$ cat config.mk
export PLATFORM = sky130hd
export DESIGN_NAME = rr_stage_arb_flat
export DESIGN_NICKNAME = d
export VERILOG_FILES = /design/src/rtl/rr_stage_arb_if.sv /design/src/rtl/rr_stage_arb.sv /design/src/flat_wrapper.sv
export SDC_FILE = /design/constraint.sdc
export NUM_CORES = 1
export LEC_CHECK = 0
export BUFFER_PORTS_ARGS = -buffer_cell sky130_fd_sc_hd__clkbuf_2
export CAP_MARGIN = 0
export CORE_ASPECT_RATIO = 0.75
export CORE_UTILIZATION = 25
export DETAILED_ROUTE_END_ITERATION = 10
export HOLD_SLACK_MARGIN = 0.1
export PLACE_DENSITY = 0.56
export SLEW_MARGIN = 0
export SYNTH_ARGS = -nofsm -noshare
export SYNTH_HDL_FRONTEND = slang
export SYNTH_SLANG_ARGS = --single-unit
$ cat constraint.sdc
create_clock -name clk -period 3.04 [get_ports clk]
set_input_delay 0.304 -clock clk [delete_from_list [all_inputs] [get_ports clk]]
set_output_delay 0.304 -clock clk [all_outputs]
set_load 0.005 [all_outputs]
$ cat src/rtl/rr_stage_arb_if.sv
// Requester/downstream bundle for rr_stage_arb. The lock request vector exists
// only when RR_STAGE_ARB_LOCK_EN is defined.
interface rr_stage_arb_if #(
  parameter int WIDTH = 14,
  parameter int NREQ  = 4,
  parameter int IDW   = $clog2(NREQ)
);
  logic [NREQ-1:0]       req_valid;
  logic [NREQ*WIDTH-1:0] req_data;
  logic [NREQ-1:0]       req_ready;
  logic                  out_valid;
  logic [WIDTH-1:0]      out_data;
  logic [IDW-1:0]        out_src;
  logic                  out_ready;
`ifdef RR_STAGE_ARB_LOCK_EN
  logic [NREQ-1:0]       req_lock;

  modport slave (
    input  req_valid, req_data, req_lock, out_ready,
    output req_ready, out_valid, out_data, out_src
  );
  modport master (
    output req_valid, req_data, req_lock, out_ready,
    input  req_ready, out_valid, out_data, out_src
  );
`else
  modport slave (
    input  req_valid, req_data, out_ready,
    output req_ready, out_valid, out_data, out_src
  );
  modport master (
    output req_valid, req_data, out_ready,
    input  req_ready, out_valid, out_data, out_src
  );
`endif
endinterface

$ cat src/rtl/rr_stage_arb.sv
// Round-robin arbiter feeding one shared WIDTH-bit stage register with valid/ready.
// Define RR_STAGE_ARB_LOCK_EN to add per-requester lock (burst ownership of the stage).
module rr_stage_arb #(
  parameter int WIDTH = 14,
  parameter int NREQ  = 4,
  parameter int IDW   = $clog2(NREQ)
) (
  input  logic           clk,
  input  logic           rst_l,
  rr_stage_arb_if.slave  bus
);
  localparam int IDXW = IDW + 1;

  logic             out_valid_q, out_valid_d;
  logic [WIDTH-1:0] out_data_q, out_data_d;
  logic [IDW-1:0]   out_src_q, out_src_d;
  logic [IDW-1:0]   ptr_q, ptr_d;
`ifdef RR_STAGE_ARB_LOCK_EN
  logic             lock_valid_q, lock_valid_d;
  logic [IDW-1:0]   lock_id_q, lock_id_d;
`endif

  logic             load;
  logic [NREQ-1:0]  ready;
  logic [NREQ-1:0]  accept;
  logic [WIDTH-1:0] req_word [NREQ];
  logic             any_acc;
  logic [IDW-1:0]   gnt;
  logic [IDW-1:0]   gnt_inc;

  assign load = rst_l & (~out_valid_q | bus.out_ready);

  genvar gi;
  generate
    for (gi = 0; gi < NREQ; gi++) begin : g_req
      assign req_word[gi] = bus.req_data[gi*WIDTH +: WIDTH];
      assign accept[gi]   = bus.req_valid[gi] & ready[gi];
    end
  endgenerate

  // ready[i] means "no valid requester ahead of i in the rotated order", so a
  // requester's own valid never feeds its own ready; valid&ready stays one-hot.
  always_comb begin
    logic             seen;
    logic [IDXW-1:0]  idx;
    ready = '0;
    seen  = 1'b0;
    idx   = '0;
    for (int m = 0; m < NREQ; m++) begin
      idx = IDXW'(ptr_q) + IDXW'(m);
      if (idx >= IDXW'(NREQ)) idx = idx - IDXW'(NREQ);
      ready[idx[IDW-1:0]] = load & ~seen;
      seen = seen | bus.req_valid[idx[IDW-1:0]];
    end
`ifdef RR_STAGE_ARB_LOCK_EN
    if (lock_valid_q) begin
      ready = '0;
      ready[lock_id_q] = load;
    end
`endif
  end

  always_comb begin
    any_acc = 1'b0;
    gnt     = '0;
    for (int i = 0; i < NREQ; i++) begin
      if (accept[i]) begin
        any_acc = 1'b1;
        gnt     = IDW'(i);
      end
    end
    gnt_inc = (gnt == IDW'(NREQ - 1)) ? '0 : gnt + IDW'(1);
  end

  always_comb begin
    out_valid_d = out_valid_q;
    out_data_d  = out_data_q;
    out_src_d   = out_src_q;
    ptr_d       = ptr_q;
`ifdef RR_STAGE_ARB_LOCK_EN
    lock_valid_d = lock_valid_q;
    lock_id_d    = lock_id_q;
`endif
    if (load) begin
      out_valid_d = any_acc;
      if (any_acc) begin
        out_data_d = req_word[gnt];
        out_src_d  = gnt;
`ifdef RR_STAGE_ARB_LOCK_EN
        // Pointer is frozen during a locked burst and resumes after its owner.
        if (lock_valid_q) begin
          if (!bus.req_lock[gnt]) begin
            lock_valid_d = 1'b0;
            ptr_d        = gnt_inc;
          end
        end else begin
          ptr_d = gnt_inc;
          if (bus.req_lock[gnt]) begin
            lock_valid_d = 1'b1;
            lock_id_d    = gnt;
          end
        end
`else
        ptr_d = gnt_inc;
`endif
      end
    end
  end

  always_ff @(posedge clk or negedge rst_l) begin
    if (!rst_l) begin
      out_valid_q <= 1'b0;
      out_data_q  <= '0;
      out_src_q   <= '0;
      ptr_q       <= '0;
`ifdef RR_STAGE_ARB_LOCK_EN
      lock_valid_q <= 1'b0;
      lock_id_q    <= '0;
`endif
    end else begin
      out_valid_q <= out_valid_d;
      out_data_q  <= out_data_d;
      out_src_q   <= out_src_d;
      ptr_q       <= ptr_d;
`ifdef RR_STAGE_ARB_LOCK_EN
      lock_valid_q <= lock_valid_d;
      lock_id_q    <= lock_id_d;
`endif
    end
  end

  assign bus.req_ready = ready;
  assign bus.out_valid = out_valid_q;
  assign bus.out_data  = out_data_q;
  assign bus.out_src   = out_src_q;
endmodule

$ cat src/flat_wrapper.sv
// flat-port wrapper written by rule: the top's interface ports become plain ports
module rr_stage_arb_flat 
#(
  parameter int WIDTH = 14,
  parameter int NREQ  = 4,
  parameter int IDW   = $clog2(NREQ)
)
  (clk, rst_l, bus_req_valid, bus_req_data, bus_out_ready, bus_req_ready, bus_out_valid, bus_out_data, bus_out_src);
  rr_stage_arb_if #(.WIDTH(WIDTH), .NREQ(NREQ), .IDW(IDW)) bus_i ();
  input  logic clk;
  input  logic rst_l;
  input wire logic [$bits(bus_i.req_valid)-1:0] bus_req_valid;
  input wire logic [$bits(bus_i.req_data)-1:0] bus_req_data;
  input wire logic [$bits(bus_i.out_ready)-1:0] bus_out_ready;
  output wire logic [$bits(bus_i.req_ready)-1:0] bus_req_ready;
  output wire logic [$bits(bus_i.out_valid)-1:0] bus_out_valid;
  output wire logic [$bits(bus_i.out_data)-1:0] bus_out_data;
  output wire logic [$bits(bus_i.out_src)-1:0] bus_out_src;
  assign bus_i.req_valid = bus_req_valid;
  assign bus_i.req_data = bus_req_data;
  assign bus_i.out_ready = bus_out_ready;
  assign bus_req_ready = bus_i.req_ready;
  assign bus_out_valid = bus_i.out_valid;
  assign bus_out_data = bus_i.out_data;
  assign bus_out_src = bus_i.out_src;
  rr_stage_arb #(.WIDTH(WIDTH), .NREQ(NREQ), .IDW(IDW)) u_core (.clk(clk), .rst_l(rst_l), .bus(bus_i));
endmodule
==> results.yml, run 1 <==
place:
  dp_hpwl_um: 3730
  io_buffers: 83
  gp_congestion: 0.814
  dpl_cell_area_um2: 2080
yosys:
  synth_cells: 190
  synth-compound-area-share_pct: 26.6
  synth-adder-area-share_pct: 5.76
  synth_cell_types: 33
  ys_ff_latch: 19
  syn_avg_cell_area_um2: 8.00
  netlist_area_um2: 1520
  synth_warnings: 0
  synth_fp_nets: 260
  synth_xor_area_share_pct: 0
  synth.yosys.seq_area_share_pct: 31.3
  synth.area.mux_share_pct: 4.61
  synth-simple-area-share_pct: 25.0
  synth_top_family_by_area: "compound AO/OA/AOI/OAI gates"
sta:
  slew_headroom_pct: 70.7
  grt_setup_unrepaired: "no"
  tightestPinTransition_ns: 0.434
  post-route-period-util_pct: 94.3
  fin_setup_tns_ns: 0
  maxSlewViolCount: 0
  fmaxAchievable_ghz: 0.349
  setup_viol: 0
  period_needed_ns: 2.87
  hold_viol: 0
  clock_skew_ns: 0.00209
detailed_routing:
  via_count: 1717
  wire_per_inst_um: 13.0
  first_pass_iters: 4
  drt_drc_violations_left: 0
  drt-total-wl_um: 4680
  drt_iter0_markers: 42
  postRouteAntennaNets: 0
  routed_via_density: 4.77
global_routing:
  overflow: 0
  antenna_found_initial: 0
  gr-usage-all-layers_pct: 15.1
  grt_pass1_vias: 1614
  grt_pass1_wl_um: 7820
  grt_max_degree: 29
job:
  cap_violations: 0
status:
  outcome: "finished, final reports clean"
cts:
  cts.htree.levels: 1
  cts-root-buf: "clkbuf_8"
  clk_latency_ns: 0.25
  post_cts_buffers: 0
  clk_pin_slew_worst_paths_ns: 0.07
  cts.sinks: 19
  cts_tree: "built"
  numCtsBuffers: 3
  cts_buffer_depth: 2
setup_path:
  crit_buf_inv: 2
  end_kind: "register"
  cp_data_required_time_ns: 3.18
  crit_top_cell: "inv_1"
  cp_data_arrival_time_ns: 3.01
  crit_family: "compound AO/OA/AOI/OAI gates"
  crit_chain: "inv_1 > ha_1 > mux2_1 > or4_4 > and2_2 > a211oi_1 > a2111o_1 > inv_1 > a211o_1"
  crit_path_start_kind: "register"
  cp_max_fo: 4
  slowest_delay_ns: 0.43
  cp_slowest_cell: "or4_4"
  crit_type: "reg2reg"
floorplanning:
  pin_count: 84
  die_area_um2: 6400
  core_area_um2: 5830
  die_width_um: 92.0
  initial_core_util_pct: 26.1
  rows: 24
  die_h_um: 69.5
layout:
  drive_gt1_share_pct: 39.0
  antenna_cells: 0
  final_area_um2: 2140
  synthToLayoutAreaGrowth_pct: 41.0
  fillerInstances: 655
  final_nets: 353
power:
  combPwrFrac_pct: 67.2
  p_clk_share_pct: 9.1
  p_switching_uw: 874
  worst_ir_drop_vdd_v: 0.000255
  p_int_uw: 1100
  swShare_pct: 44.3
  seqPwrFrac_pct: 23.7
  p_per_area_nw_per_um2: 920
  p_leak_uw: 0.00103
worst_hold_path:
  min_path_type: "in2reg"
-- metrics by stage --
stage                     cells  hold slack [ns]  setup WS (ns)  power, uW  util (%)
final                       360            0.279          0.173       1970      36.8
after CTS                   360            0.270          0.112       1990      36.7
after global routing        360            0.277        0.00260       2180      36.8
after floorplan             190          0.00841         0.0373       1340         -
after global placement      355            0.330          0.172       1790      35.7
after detailed placement    355            0.337          0.128       1800      35.7
-- Yosys cell counts (all sizes together) --
master    n  area share [%]
nand2    45              11
nor2     34             8.4
dfrtp    19              31
a31oi    15             6.2
a311o    14             9.2
buf       7             4.0
ha        7             5.8
inv       7             1.7
o21ai     7             2.3
a211oi    5             2.5
a21oi     4             1.3
clkbuf    4            0.99
and2      2            0.91
mux4      2             3.2
nor3      2            0.66
nor4      2            0.82
o21a      2            0.99
or4       2             1.5
a2111o    1            0.74
a2111oi   1             1.8
a211o     1            0.58
a21o      1            0.49
and3      1            0.74
mux2      1            0.74
mux2i     1            0.66
nand2b    1            0.41
nor3b     1            0.49
o211ai    1            0.49
-- repair_timing --
action	in CTS	in global routing
hold buffers	1	0
setup endpoints to repair	0	11
resized for setup	0	1
hold endpoints to repair	19	0
-- cell type report --
type	count	area (um^2)	area share [%]
sequential	19	475	22.2
timing repair buffer	99	538	25.1
inverter	7	26.3	1.23
multi-input combinational	153	961	44.8
tap	78	97.6	4.55
clock buffer	4	45.0	2.10
-- path summary, 6_finish.rpt --
kind | endpoint | depth (start not counted) | slack [ns] | startpoint
worst max-delay path | u_core.bus.out_src[1] | 9 | 0.17 | u_core.ptr_q[1]
worst min-delay path | u_core.bus.out_data[11] | 3 | 0.28 | bus_req_data[53]
worst max register to register | u_core.bus.out_src[1] | 9 | 0.17 | u_core.ptr_q[1]
worst min register to register | u_core.bus.out_src[1] | 1 | 0.52 | u_core.bus.out_src[1]
max in group asynchronous | u_core.bus.out_data[11] | 3 | 2.22 | rst_l
min in group asynchronous | u_core.bus.out_data[0] | 3 | 0.62 | rst_l
-- registers in the layout, summed over array words and instances (netlist names) --
register,count
u_core.bus.out_data,14
u_core.bus.out_src,2
u_core.bus.out_valid,1
u_core.ptr_q,2
-- worst reg2reg max path: stages, from the launching register on --
cell and delay (ns):
dfrtp_1 0.34, inv_1 0.06, ha_1 0.33, mux2_1 0.33
or4_4 0.43, and2_2 0.23, a211oi_1 0.37, a2111o_1 0.28
inv_1 0.10, a211o_1 0.29
-- cell families (layout without fill, tap and decap cells) --
group | Yosys count | after routing
simple gates | 90 | 90
mux | 4 | 4
flops | 19 | 19
buf+inv | 18 | 110
fa+ha+maj | 7 | 7
compound gates | 52 | 52
-- power by group through the flow --
stage	clock, uW	sequential, uW	combinational, uW
after floorplan	0	479	860
after global placement	0	471	1320
after detailed placement	0	468	1330
after CTS	190	466	1330
after global routing	203	488	1490
final	179	467	1330
-- metal layers --
layer / GRT usage (%) / share of wire, % / up-vias
met5: 0 / 0 / -
met4: 1.56 / 0.26 / 0
met3: 3.84 / 6.9 / 2
met2: 23.7 / 44 / 53
met1: 21.5 / 49 / 795
li1: - / - / 867
-- cell usage in the layout, fill, tap and decap left out, drive strengths merged --
cell,n
a2111o,1
a2111oi,1
dfrtp,19
a311o,14
inv,7
nor3b,1
o21ai,7
a211oi,5
a21oi,4
or4,2
a31oi,15
mux2,1
nand2,45
nand2b,1
a211o,1
dlygate4sd3,1
ha,7
o21a,2
mux2i,1
and2,2
buf,15
mux4,2
o211ai,1
nor4,2
and3,1
nor3,2
a21o,1
nor2,34
clkbuf,87
Power figures use the tool's default switching activity.
==> run 2: changes to the inputs <==
Settings changed: CAP_MARGIN 0 to 30.
Clock period 3.04 ns to 2.3 ns, I/O delays scaled along.
==> run 2 against run 1 <==
Compared with the run above: the run now ends with setup timing left; die area did not move; highest routed layer unchanged; combinational power rose by 91%; sequential share of layout area fell by 2.9 points; clock skew rose by 0.0041 ns; sequential power rose by 31%; critical path type is now reg2out; sequential cell count did not move; design area rose by 15%.
==> results.yml, run 2 (synthesized netlist as in run 1, its figures left out) <==
detailed_routing:
  routed_via_density: 4.99
  wire_per_inst_um: 15.6
  drt_drc_violations_left: 0
  met2_length_um: 2850
  drt-total-wl_um: 6010
  wl_met1_um: 2720
  drt_iter0_markers: 59
  via_count: 1921
  route.met3.wl_um: 367
  first_pass_iters: 4
  top_layer_used: "met4"
  postRouteAntennaNets: 0
sta:
  tightestPinTransition_ns: 0.789
  hold_viol: 0
  setup_viol: 23
  slew_headroom_pct: 46.9
  fmaxAchievable_ghz: 0.370
  clock_skew_ns: 0.00623
  worst_slack_ns: -0.405
  maxSlewViolCount: 0
  period_needed_ns: 2.71
  grt_setup_unrepaired: "yes"
  post-route-period-util_pct: 118
status:
  violations: "setup timing"
  outcome: "finished with violations"
cts:
  cts.htree.levels: 1
  cts-root-buf: "clkbuf_8"
  cts_buffer_depth: 2
  numCtsBuffers: 3
  clk_pin_slew_worst_paths_ns: 0.08
  clk_latency_ns: 0.27
  cts.sinks: 19
  cts_tree: "built"
place:
  gp_congestion: 0.864
  dp_hpwl_um: 4130
  dpl_worst_slack_ns: -0.532
  dp.cells: 374
  io_buffers: 83
floorplanning:
  die_area_um2: 6400
  initial_core_util_pct: 26.1
  rows: 24
  die_h_um: 69.5
  pin_count: 84
  core_area_um2: 5830
  die_width_um: 92.0
power:
  p_leak_uw: 0.00117
  p_per_area_nw_per_um2: 1380
  worst_ir_drop_vdd_v: 0.000473
layout:
  synthToLayoutAreaGrowth_pct: 62.4
  drive_gt1_share_pct: 50.2
  fin_cells: 385
  layout_common_cells: "81 x clkbuf_2, 45 x nand2_1, 31 x nor2_1"
  fillerInstances: 612
  largest_register_ffs: 14
  final_common_cell: "clkbuf_2"
  final_nets: 378
  antenna_cells: 0
job:
  cap_violations: 0
setup_path:
  cp_data_required_time_ns: 2.07
  cp_max_fo: 4
  crit_type: "reg2out"
  end_kind: "output pin"
  crit_path_start_kind: "register"
  cp_data_arrival_time_ns: 2.48
global_routing:
  grt_max_degree: 19
  antenna_found_initial: 0
  grt_pass1_wl_um: 9640
  gr-usage-all-layers_pct: 19.4
  overflow: 0
  grt_pass1_vias: 1999
worst_hold_path:
  min_path_type: "in2reg"
run 2: cell types whose count changed in the layout (fill, tap and decap cells not counted), sizes merged:
cell / change
buf: +25
clkbuf: -2
or4: +2
run 2: repair_timing:
item	in CTS	in global routing
endpoints found under the hold margin	19	0
buffers inserted	2	0
resized for setup	20	14
endpoints found under the setup margin	23	23
hold buffers	1	0
pin swaps	7	4
gates cloned	4	0
run 2: stage by stage:
step                TNS (ns)  power, uW  area [um^2]  hold slack, ns  utilization [%]
floorplan              -9.69       1830         1550         -0.0656                -
global placement       -8.53       2630         2240          0.0575             38.5
detailed placement     -9.35       2680         2240          0.0586             38.5
CTS                    -8.29       3270         2420           0.188             41.5
global route          -10.25       3670         2470           0.209             42.4
finish                 -8.18       3400         2470           0.189             42.4
run 2: critical path, cell delays in order, from the launching register on:
cell and delay, ns:
dfrtp_1 0.37, buf_4 0.12, buf_6 0.10, mux4_2 0.57, a21oi_2 0.18, nor3_2 0.08
buf_4 0.16, nor4_1 0.42, clkbuf_2 0.20
run 2: final timing paths:
kind	endpoint	startpoint	depth (start not counted)	slack [ns]
worst max-delay path	bus_req_ready[2]	u_core.ptr_q[1]	8	-0.41
worst min-delay path	u_core.bus.out_data[4]	bus_req_data[46]	3	0.19
worst max register to register	u_core.bus.out_data[13]	u_core.ptr_q[1]	8	-0.40
worst min register to register	u_core.bus.out_src[0]	u_core.bus.out_src[0]	1	0.49
max in group asynchronous	u_core.ptr_q[0]	rst_l	3	1.51
min in group asynchronous	u_core.bus.out_valid	rst_l	2	0.31
run 2: metal layers:
layer / global-route usage, % / vias to the layer above
met1: 25.7 / 915
met2: 32.9 / 72
li1: - / 926
met4: 4.69 / 0
met5: 0 / -
met3: 3.07 / 8
run 2: layout make-up:
cell class | count | area [um^2] | area share (%)
Inverter | 7 | 26.3 | 1.06
Timing Repair Buffer | 122 | 747 | 30.3
Tap cell | 78 | 97.6 | 3.95
Multi-Input combinational cell | 155 | 1080 | 43.6
Sequential cell | 19 | 477 | 19.3
Clock buffer | 4 | 45.0 | 1.82
run 2: where the power goes:
part / total, uW / switching (uW) / internal, uW
sequential: 613 / 97.0 / 516
combinational: 2540 / 1290 / 1250
clock: 251 / 127 / 124
